## src/rtl/result_pack_writer.sv

```systemverilog
// Packs pairs of arithmetic results into double-width words and writes them
// to consecutive lines of the result SRAM between a base and end address.
module result_pack_writer #(
  parameter int DATA_W        = 32,
  parameter int MEM_WORD_SIZE = 64,
  parameter int ADDR_W        = 9
) (
  input  logic                     clk,
  input  logic                     rst_n,
  input  logic                     start_i,
  input  logic [ADDR_W-1:0]        base_addr_i,
  input  logic [ADDR_W-1:0]        end_addr_i,
  input  logic                     res_valid_i,
  input  logic [DATA_W-1:0]        res_data_i,
  output logic                     res_ready_o,
  input  logic                     flush_i,
  output logic                     wr_en_o,
  output logic [ADDR_W-1:0]        wr_addr_o,
  output logic [MEM_WORD_SIZE-1:0] wr_data_o,
  output logic                     busy_o,
  output logic                     done_o
);

  typedef enum logic [2:0] {
    IDLE,
    FILL_LO,
    FILL_HI,
    WRITE,
    DONE
  } state_t;

  state_t                   state;
  state_t                   state_next;
  logic [ADDR_W-1:0]        addr;
  logic [ADDR_W-1:0]        addr_next;
  logic [ADDR_W-1:0]        end_addr;
  logic [ADDR_W-1:0]        end_next;
  logic [MEM_WORD_SIZE-1:0] pack;
  logic [MEM_WORD_SIZE-1:0] pack_next;
  logic                     pending;
  logic                     pending_next;
  logic                     accept;

  // res_ready_o is registered from the next state, so it is high exactly in
  // FILL_LO/FILL_HI and can be used directly as the handshake qualifier.
  assign accept = res_valid_i && res_ready_o;

  always_comb begin
    state_next   = state;
    addr_next    = addr;
    end_next     = end_addr;
    pack_next    = pack;
    pending_next = pending;
    case (state)
      IDLE, DONE: begin
        if (start_i) begin
          addr_next    = base_addr_i;
          end_next     = end_addr_i;
          pack_next    = '0;
          pending_next = 1'b0;
          state_next   = FILL_LO;
        end
      end
      FILL_LO: begin
        if (accept) begin
          pack_next[DATA_W-1:0] = res_data_i;
          state_next            = FILL_HI;
          if (flush_i) pending_next = 1'b1;
        end else if (flush_i) begin
          pending_next = 1'b0;
          state_next   = DONE;
        end
      end
      FILL_HI: begin
        // A result arriving together with a flush still completes the word.
        if (accept) begin
          pack_next[MEM_WORD_SIZE-1:DATA_W] = res_data_i;
          state_next                        = WRITE;
          if (flush_i) pending_next = 1'b1;
        end else if (flush_i || pending) begin
          pack_next[MEM_WORD_SIZE-1:DATA_W] = '0;
          pending_next                      = 1'b1;
          state_next                        = WRITE;
        end
      end
      WRITE: begin
        if (addr == end_addr || pending) begin
          pending_next = 1'b0;
          state_next   = DONE;
        end else begin
          addr_next  = addr + ADDR_W'(1);
          pack_next  = '0;
          state_next = FILL_LO;
        end
      end
      default: state_next = IDLE;
    endcase
  end

  // Outputs are registered from the next-state values so they line up with
  // the state they describe without any combinational path to the ports.
  always_ff @(posedge clk or negedge rst_n) begin
    if (!rst_n) begin
      state       <= IDLE;
      addr        <= '0;
      end_addr    <= '0;
      pack        <= '0;
      pending     <= 1'b0;
      res_ready_o <= 1'b0;
      wr_en_o     <= 1'b0;
      wr_addr_o   <= '0;
      wr_data_o   <= '0;
      busy_o      <= 1'b0;
      done_o      <= 1'b0;
    end else begin
      state       <= state_next;
      addr        <= addr_next;
      end_addr    <= end_next;
      pack        <= pack_next;
      pending     <= pending_next;
      res_ready_o <= (state_next == FILL_LO) || (state_next == FILL_HI);
      wr_en_o     <= (state_next == WRITE);
      if (state_next == WRITE) begin
        wr_addr_o <= addr_next;
        wr_data_o <= pack_next;
      end
      busy_o <= (state_next == FILL_LO) || (state_next == FILL_HI) ||
                (state_next == WRITE);
      done_o <= (state_next == DONE);
    end
  end

endmodule

```

## config.mk

```make
export PLATFORM = sky130hd
export DESIGN_NAME = result_pack_writer
export DESIGN_NICKNAME = d
export VERILOG_FILES = /design/src/rtl/result_pack_writer.sv
export SDC_FILE = /design/constraint.sdc
export NUM_CORES = 1
export LEC_CHECK = 0
export ABC_AREA = 1
export BUFFER_PORTS_ARGS = -buffer_cell sky130_fd_sc_hd__clkbuf_2
export CAP_MARGIN = 20
export CORE_MARGIN = 2
export CORE_UTILIZATION = 24
export CTS_BUF_LIST = sky130_fd_sc_hd__clkbuf_4 sky130_fd_sc_hd__clkbuf_8
export DETAILED_ROUTE_END_ITERATION = 10
export GPL_TIMING_DRIVEN = 0
export MAX_ROUTING_LAYER = met4
export SYNTH_ARGS = -nofsm -noshare
export SYNTH_HDL_FRONTEND = slang
export SYNTH_SLANG_ARGS = --single-unit
```

## constraint.sdc

```tcl
create_clock -name clk -period 2.3 [get_ports clk]
set_input_delay 0 -clock clk [delete_from_list [all_inputs] [get_ports clk]]
set_output_delay 0 -clock clk [all_outputs]
set_load 0.03 [all_outputs]
```

==> results of run 1 <==
final timing paths:
check                                      to  cells after the start
worst max-delay path             wr_data_o[6]                      8
worst min-delay path                 pack[18]                      2
worst max register to register   wr_data_o[6]                      8
worst min register to register  wr_data_o[60]                      2
max in group asynchronous        wr_addr_o[7]                      3
min in group clk                     state[1]                      5
metrics by stage:
stage / utilization (%) / TNS [ns] / power [mW] / instances
2_1_floorplan: - / 0 / 8.34 / 898
3_3_place_gp: 28.2 / -316.24 / 10.1 / 1425
3_5_place_dp: 28.3 / -3.47 / 10.2 / 1426
4_1_cts: 31.4 / 0 / 12.6 / 1511
5_1_grt: 31.4 / 0 / 13.4 / 1511
6_report: 31.4 / 0 / 12.3 / 1511
layout by cell type (no fill, tap or decap), types with 3 or more instances in the layout:
| cell type | synthesis | final |
|---|---|---|
| nand2_1 | 423 | 423 |
| dfrtp_1 | 163 | 163 |
| clkbuf_2 | 0 | 139 |
| nand2_2 | 63 | 63 |
| nand3_1 | 56 | 56 |
| dlygate4sd3_1 | 0 | 53 |
| o211ai_1 | 34 | 34 |
| or2_2 | 32 | 32 |
| inv_1 | 26 | 26 |
| clkbuf_8 | 0 | 18 |
| clkbuf_1 | 25 | 16 |
| nor2_1 | 13 | 12 |
| buf_2 | 12 | 12 |
| o21ai_0 | 10 | 10 |
| nand4_1 | 7 | 7 |
| buf_6 | 6 | 6 |
| inv_8 | 0 | 6 |
| xnor2_1 | 5 | 5 |
| a22oi_1 | 4 | 4 |
| inv_2 | 3 | 3 |
| inv_6 | 0 | 3 |
registers in the layout, indices dropped and copies added (netlist names), 3 cells and up:
signal,flops
wr_addr_o,9
wr_data_o,64
state,3
pack,64
end_addr,9
addr,9
final cells by class:
cell class,count,area (µm²)
fill,3311,21000
inverter,31,116
clock buffer,17,234
timing repair buffer,185,1220
sequential,163,4080
tap,396,495
multi-input combinational,660,3060
buffer,44,236
clock inverter,15,166
report_power, final:
| part | leakage, nW | switching [mW] | internal (mW) | total, mW |
|---|---|---|---|---|
| combinational | 2.79 | 3.94 | 1.75 | 5.69 |
| clock | 0.205 | 1.25 | 0.917 | 2.17 |
| sequential | 2.18 | 0.640 | 3.85 | 4.49 |
| total | 5.18 | 5.83 | 6.51 | 12.3 |
cells by family after synthesis:
group	count (synthesis)	share of synthesized area [%]
fa+ha+maj	1	0.167
compound gates	52	4.82
buf+inv	75	4.57
xor+xnor	6	0.703
simple gates	601	35.2
flops	163	54.6
routing by layer:
metal  GRT usage (%)  wire length, µm  up-vias
met2            23.3            10600      139
met5               -                0        -
li1                -                -     3245
met3            2.93              896       16
met4            3.52              265        0
met1            20.2            11000     3122
timing repair:
action | 4_1_cts | 5_1_grt
pin swaps | 0 | 0
gates resized for setup | 6 | 7
setup endpoints to repair | 55 | 71
hold buffers | 53 | 0
hold endpoints to repair | 185 | 0
==> impl_metrics.yaml, run 1 <==
sta:
  skew_ns: 0.0148
  period_needed_ns: 2.08
  max_slew_margin_pct: 53.0
  setup_viol: 0
  timing.final.crit_share_pct: 90.2
  timing.fmax_mhz: 482
  whs_ns: 0.0934
  layout_setup_ws_ns: 0.224
  tightest_slew_ns: 0.705
  hold_viol: 0
  finalMaxSlewViolations: 0
  rsz0062_at_grt: "false"
clock_tree:
  cts_htree_levels: 4
  cts_buffers: 17
  clock-sinks: 163
  root_buffer: "clkbuf_8"
  cts_tree: "built"
  worstSkewPairLatency_ns: 0.45
  cts_buffer_depth: 2
  postCtsSetupRepairBufs: 0
  cts.clk_slew.worst_paths_ns: 0.11
detailed_routing:
  via_per_inst: 4.32
  wl_per_cell_um: 15.1
  ant_nets: 0
  wl_um: 22700
  drt-initial-drc-count: 472
  firstDrtPassIters: 5
  vias: 6522
  drc_errors: 0
logic_synthesis:
  synth_ff_type: "dfrtp_1"
  synth_top_area_share_pct: 54.6
  yosysSeqAreaShare_pct: 54.6
  synthesis.nets: 954
  ys_types: 27
  synth_area_per_cell_um2: 8.32
  synth_seq_cells: 163
  ys_async_sr_fraction_pct: 100
  synth_area_leaders: "dfrtp_1 55%, nand2_1 21%, nand2_2 5.3%"
  synth_most_common_cell: "nand2_1"
  syn_area_um2: 7470
  synthCells: 898
  synth_edf_count: 0
  synth_commonest_cells: "423 x nand2_1, 163 x dfrtp_1, 63 x nand2_2"
  post-synth-top-area-cell: "dfrtp_1"
  yosysWarningCount: 0
power_and_ir_drop:
  power.density_nw_per_um2: 1290
  ir_worst_vdd_v: 0.000532
  leakage_nw: 5.18
worst_setup_path:
  critPathMostFrequentCell: "nand2_1"
  critPathLaunchType: "flop"
  crit_family: "simple AND/OR/NAND/NOR gates"
  crit_start: "state[2]"
  cp_slowest_cell: "nor2_1"
  r2r_setup_slack_ns: 0.22
  critPathRequiredTime_ns: 2.70
  critPathMaxFanout: 10
  path_class: "reg -> reg"
  r2r_start: "state[2]"
  crit_chain: "inv_1, nand2_1, nor2_1, clkbuf_1, o211ai_1, nand2_2, nand2_1, nand2_1"
  cp_num_buf_inv: 2
  cp_data_arrival_time_ns: 2.48
  crit_path_end_kind: "flop"
  cpPeakStageDelay_ns: 0.50
global_route:
  grt_usage_pct: 15.0
  antenna_found_initial: 0
  grt-ovfl-total: 0
  grt_pass1_vias: 6759
  grt_max_degree: 94
  grt_pass1_wl_um: 37200
min_path:
  hp-class: "in -> async"
placed_design:
  gp_congestion: 0.828
  hpwlAfterDp_um: 16100
  dpl-instance-area_um2: 8660
  portBuffers: 131
  dpl_worst_slack_ns: -0.148
floorplanning:
  initial_utilization_pct: 24.4
  die_area_um2: 32600
  core_area_um2: 30600
  num_rows: 64
  boundaryPins: 132
  fp.dieH_um: 180
  die_w_um: 180
cells_and_area:
  final_cell_area_um2: 9610
  num_antenna_cells: 0
  drive_gt1_share_pct: 26.5
  area_growth_pct: 28.5
  final_nets: 1158
job:
  cap_violations: 0
outcome:
  outcome: "finished, final reports clean"
Note: power is estimated with default switching activity, not from simulation.
==> run 2: changes to the inputs <==
--- a/config.mk
+++ b/config.mk
@@ -5,7 +5,6 @@
 export SDC_FILE = /design/constraint.sdc
 export NUM_CORES = 1
 export LEC_CHECK = 0
-export ABC_AREA = 1
 export BUFFER_PORTS_ARGS = -buffer_cell sky130_fd_sc_hd__clkbuf_2
 export CAP_MARGIN = 20
 export CORE_MARGIN = 2
==> impl_metrics.yaml, run 2 <==
logic_synthesis:
  synth_top_family_by_area: "compound AO/OA/AOI/OAI gates"
  ys_types: 42
  synth_seq_cells: 131
  synthCells: 478
  synth_edf_count: 0
  synth_area_per_cell_um2: 10.9
  post-synth-top-area-cell: "dfrtp_1"
  ys_async_sr_fraction_pct: 100
  synth_ff_type: "dfrtp_1"
  synth_most_common_cell: "nand2_1"
  synthesis.nets: 534
  synth_area_leaders: "dfrtp_1 63%, nand2_1 11%, a22o_1 11%"
  yosysSeqAreaShare_pct: 62.7
  synth_simple_gate_area_share_pct: 15.5
  synth_top_area_share_pct: 62.7
  muxShareOfSynthArea_pct: 0.191
  yosys.area_share.adder_pct: 0.239
  syn_area_um2: 5230
  synth_xor_area_share_pct: 1.82
  synth_commonest_cells: "152 x nand2_1, 131 x dfrtp_1, 65 x a22o_1"
  synth_compound_area_share_pct: 16.7
  yosysWarningCount: 0
worst_setup_path:
  critPathLaunchType: "flop"
  cp_data_arrival_time_ns: 2.46
  critPathMostFrequentCell: "buf_4"
  cpPeakStageDelay_ns: 0.48
  r2r_setup_slack_ns: 0.21
  critPathMaxFanout: 10
  crit_chain: "xor2_2, nor4_4, a31oi_1, o21ai_2, buf_4, buf_4, a22o_1"
  ff2ff_path_depth: 7
  crit_start: "addr[3]"
  cp-endpoint: "pack[9]"
  r2r_end: "pack[9]"
  path_class: "reg -> reg"
  cp_slowest_cell: "dfrtp_1"
  critPathRequiredTime_ns: 2.68
  r2r_start: "addr[3]"
  crit_path_end_kind: "flop"
sta:
  hold_viol: 0
  timing.final.crit_share_pct: 90.7
  finalMaxSlewViolations: 0
  setup_tns_ns: 0
  skew_ns: 0.0113
  timing.fmax_mhz: 479
  whs_ns: 0.0367
  rsz0062_at_grt: "false"
  layout_setup_ws_ns: 0.214
  tightest_slew_ns: 0.750
  max_slew_margin_pct: 49.8
  setup_viol: 0
  period_needed_ns: 2.09
floorplanning:
  die_area_um2: 23000
  boundaryPins: 132
  fp.dieH_um: 152
  initial_utilization_pct: 24.6
  num_rows: 53
  core_area_um2: 21200
  die_w_um: 152
cells_and_area:
  top_regs: "wr_data_o x64, pack x32"
  layout_common_cells: "152 x nand2_1, 135 x clkbuf_2, 131 x dfrtp_1, 65 x a22o_1, 53 x dlygate4sd3_1"
  largest_register: "wr_data_o"
  final_cell_area_um2: 7220
  drive_gt1_share_pct: 27.4
  final_core_util_pct: 34.0
  layout_commonest_cell: "nand2_1"
  largest_register_ffs: 64
  final_nets: 739
  fin_cells: 971
  num_antenna_cells: 0
  area_growth_pct: 38.1
detailed_routing:
  wl_um: 15100
  via_per_inst: 4.43
  drt-initial-drc-count: 178
  drc_errors: 0
  wl_per_cell_um: 15.5
  firstDrtPassIters: 4
  vias: 4302
  ant_nets: 0
power_and_ir_drop:
  seqPwrFrac_pct: 38.9
  swShare_pct: 43.1
  p_sw_mw: 4.37
  power.density_nw_per_um2: 1400
  combinationalPowerShare_pct: 40.8
  pwr-share-clk_pct: 20.3
  total_power_mw: 10.1
  internal_power_mw: 5.76
  ir_worst_vdd_v: 0.000419
  leakage_nw: 3.74
placed_design:
  gp_congestion: 0.780
  portBuffers: 131
  dpl_worst_slack_ns: 0.112
  dpl-instance-area_um2: 6260
  hpwlAfterDp_um: 10200
  place_inst: 885
global_route:
  grt_usage_pct: 13.8
  grt_pass1_vias: 4175
  grt_max_degree: 99
  grt_pass1_wl_um: 23200
  antenna_found_initial: 0
  grt-ovfl-total: 0
clock_tree:
  cts_buffers: 17
  cts.clk_slew.worst_paths_ns: 0.08
  cts_tree: "built"
  worstSkewPairLatency_ns: 0.45
  root_buffer: "clkbuf_8"
  cts_buffer_depth: 2
  cts_htree_levels: 4
  clock-sinks: 131
outcome:
  outcome: "finished, final reports clean"
min_path:
  hp-class: "in -> async"
job:
  cap_violations: 0
==> run 2: changes by cell type in the layout (fill, tap and decap cells not counted), sizes merged, moves of 29 or more <==
| cell | change |
|---|---|
| inv | -32 |
| a22o | +65 |
| nand3 | -48 |
| dfrtp | -32 |
| o211ai | -32 |
| or2 | -29 |
| nand2 | -336 |
==> run 2: what timing repair did <==
| item | 4_1_cts | 5_1_grt |
|---|---|---|
| endpoints found under the setup margin | 0 | 64 |
| hold buffers | 53 | 0 |
| hold endpoints to repair | 223 | 0 |
| resized for setup | 0 | 10 |
| buffers inserted | 0 | 1 |
==> run 2: cells by family after synthesis <==
group           count (synthesis)
compound gates                110
buf+inv                        32
simple gates                  193
mux                             1
xor+xnor                       10
flops                         131
fa+ha+maj                       1
==> run 2: layer usage <==
| layer | routed length (µm) | vias up | global-route usage (%) |
|---|---|---|---|
| met5 | 0 | - | - |
| met2 | 6710 | 118 | 20.4 |
| met1 | 7340 | 2095 | 18.7 |
| li1 | - | 2076 | - |
| met3 | 841 | 13 | 3.59 |
| met4 | 180 | 0 | 4.40 |
==> run 2: power groups by stage <==
| stage | clock network, mW | logic (mW) | registers, mW |
|---|---|---|---|
| after CTS | 2.14 | 4.19 | 3.94 |
| after detailed placement | 0 | 4.10 | 3.98 |
| after global routing | 2.22 | 4.55 | 4.08 |
| after global placement | 0 | 4.05 | 3.96 |
| after floorplan | 0 | 1.78 | 4.92 |
| final | 2.06 | 4.13 | 3.94 |
==> run 2: worst min path at each step <==
| stage | end | start | depth (start not counted) | slack, ns |
|---|---|---|---|---|
| 3_3_place_gp | end_addr[7] | end_addr_i[7] | 3 | 0.20 |
| 5_1_grt | wr_addr_o[6] | rst_n | 2 | 0.03 |
| 6_report | wr_data_o[34] | rst_n | 2 | 0.04 |
| 4_1_cts | wr_addr_o[6] | rst_n | 2 | 0.004 |
| 2_1_floorplan | addr[0] | rst_n | 0 | -0.30 |
| 3_5_place_dp | wr_data_o[2] | rst_n | 1 | -0.07 |
==> run 2: cell type report <==
cell class,instances,area (µm²)
sequential,131,3280
tap,275,344
buffer,28,138
multi-input combinational,315,1810
timing repair buffer,186,1230
inverter,4,15.0
fill,2166,14000
clock buffer,19,249
clock inverter,13,159
==> run 2: worst max-delay path: cells and delay by family, from the launching register on <==
kind | cells | cell delay [ns]
and+or+nand+nor | 1 | 0.38
xor gates and xnor gates | 1 | 0.20
DFF | 1 | 0.48
buffers and inverters | 2 | 0.35
AOI/OAI and AO/OA | 3 | 0.59
==> run 3: changes to the inputs <==
==> constraint.sdc (replaced) <==
create_clock -name clk -period 2.3 [get_ports clk]
set_input_delay 0.46 -clock clk [delete_from_list [all_inputs] [get_ports clk]]
set_output_delay 0.46 -clock clk [all_outputs]
set_load 0.03 [all_outputs]
==> impl_metrics.yaml, run 3 (synthesized netlist as in run 2, its figures left out) <==
worst_setup_path:
  path_class: "reg -> reg"
  critPathMostFrequentCell: "buf_4"
  cp_slowest_cell: "dfrtp_1"
  critPathLaunchType: "flop"
  cp_data_arrival_time_ns: 2.47
  critPathRequiredTime_ns: 2.68
  crit_family: "compound AO/OA/AOI/OAI gates"
  crit_chain: "xor2_2, nor4_4, a31oi_1, o21ai_2, buf_4, buf_4, a22o_1"
  crit_path_end_kind: "flop"
  critPathMaxFanout: 10
  cp_num_buf_inv: 2
  cpPeakStageDelay_ns: 0.49
detailed_routing:
  wl_um: 14700
  ant_nets: 0
  via_per_inst: 4.44
  firstDrtPassIters: 4
  vias: 4083
  wl_per_cell_um: 16.0
  drc_errors: 0
  drt-initial-drc-count: 194
cells_and_area:
  final_nets: 687
  largest_register: "wr_data_o"
  final_core_util_pct: 31.6
  largest_register_ffs: 64
  layout_commonest_cell: "nand2_1"
  drive_gt1_share_pct: 29.7
  num_antenna_cells: 0
  area_growth_pct: 28.1
  final_cell_area_um2: 6700
  top_regs: "wr_data_o x64, pack x32"
  layout_common_cells: "152 x nand2_1, 135 x clkbuf_2, 131 x dfrtp_1, 65 x a22o_1, 18 x clkbuf_8"
clock_tree:
  worstSkewPairLatency_ns: 0.45
  cts.clk_slew.worst_paths_ns: 0.08
  cts_buffers: 17
  cts_buffer_depth: 2
  clock-sinks: 131
  root_buffer: "clkbuf_8"
  cts_htree_levels: 4
  cts_tree: "built"
power_and_ir_drop:
  swShare_pct: 43.2
  internal_power_mw: 5.70
  combinationalPowerShare_pct: 40.4
  pwr-share-clk_pct: 20.5
  p_sw_mw: 4.34
  power.density_nw_per_um2: 1500
  seqPwrFrac_pct: 39.2
  ir_worst_vdd_v: 0.000419
  leakage_nw: 3.52
global_route:
  grt_usage_pct: 13.5
  grt-ovfl-total: 0
  antenna_found_initial: 0
  grt_max_degree: 99
  grt_pass1_wl_um: 22600
  grt_pass1_vias: 3950
sta:
  setup_viol: 0
  period_needed_ns: 2.09
  tightest_slew_ns: 0.773
  skew_ns: 0.0111
  whs_ns: 0.198
  setup_tns_ns: 0
  hold_viol: 0
  rsz0062_at_grt: "false"
  timing.final.crit_share_pct: 90.8
  max_slew_margin_pct: 48.2
  timing.fmax_mhz: 479
  finalMaxSlewViolations: 0
job:
  cap_violations: 0
placed_design:
  dpl-instance-area_um2: 6260
  hpwlAfterDp_um: 10200
  portBuffers: 131
  gp_congestion: 0.780
floorplanning:
  initial_utilization_pct: 24.6
  die_area_um2: 23000
  boundaryPins: 132
  die_w_um: 152
  num_rows: 53
  fp.dieH_um: 152
  core_area_um2: 21200
min_path:
  hp-class: "in -> reg"
outcome:
  outcome: "finished, final reports clean"
[run 3: cell types whose count changed in the layout (fill, tap and decap cells not counted)]
cell           before  now
dlygate4sd3_1      53    1
[run 3: what timing repair did]
item,in CTS,in global routing
endpoints found under the hold margin,33,0
hold buffers,1,0
gates resized for setup,0,10
endpoints found under the setup margin,0,64
setup buffers,0,1
[run 3: layout make-up]
cell class | instances | area, µm²
timing repair buffer | 134 | 709
clock buffer | 19 | 249
clock inverter | 13 | 159
tap | 275 | 344
fill | 2206 | 14500
buffer | 28 | 138
inverter | 4 | 15.0
sequential | 131 | 3280
multi-input combinational | 315 | 1810
[run 3: metal layers]
layer  GRT usage, %  wire length [µm]  part of all wire (%)  vias to the layer above
li1               -                 -                     -                     1969
met1           18.5              7150                    49                     2001
met2           19.3              6440                    44                      102
met3           3.98               901                   6.1                       11
met4           4.40               169                   1.2                        0
met5              -                 0                     0                        -
[run 3: power groups by stage]
stage                     sequential, mW  combinational, mW  clock (mW)
after floorplan                     4.92               1.78           0
after global placement              3.96               4.05           0
after detailed placement            3.98               4.10           0
after CTS                           3.94               4.12        2.14
after global routing                4.08               4.47        2.22
final                               3.94               4.06        2.06
[run 3: stage by stage]
stage                     std cells  setup slack, ns  power [mW]
after global routing            919          0.00132        10.8
after CTS                       918           0.0764        10.2
final                           919            0.211        10.0
after floorplan                 478            0.589        6.70
after global placement          884            -1.49        8.01
after detailed placement        885           0.0292        8.07
[run 3: path summary, 6_finish.rpt]
path	start	to	slack, ns	cells past startpoint
max in group asynchronous	rst_n	wr_data_o[56]	1.05	3
setup / recovery	addr[3]	pack[9]	0.21	7
hold / removal	end_addr_i[7]	end_addr[7]	0.20	3
setup reg to reg	addr[3]	pack[9]	0.21	7
min in group asynchronous	rst_n	wr_data_o[34]	0.50	2
hold reg to reg	pack[11]	wr_data_o[11]	0.47	2
[run 3: worst register-to-register path, stage by stage, from the launching register on]
cell and delay, ns:
dfrtp_1 0.49, xor2_2 0.20, nor4_4 0.38, a31oi_1 0.26
o21ai_2 0.18, buf_4 0.16, buf_4 0.19, a22o_1 0.16
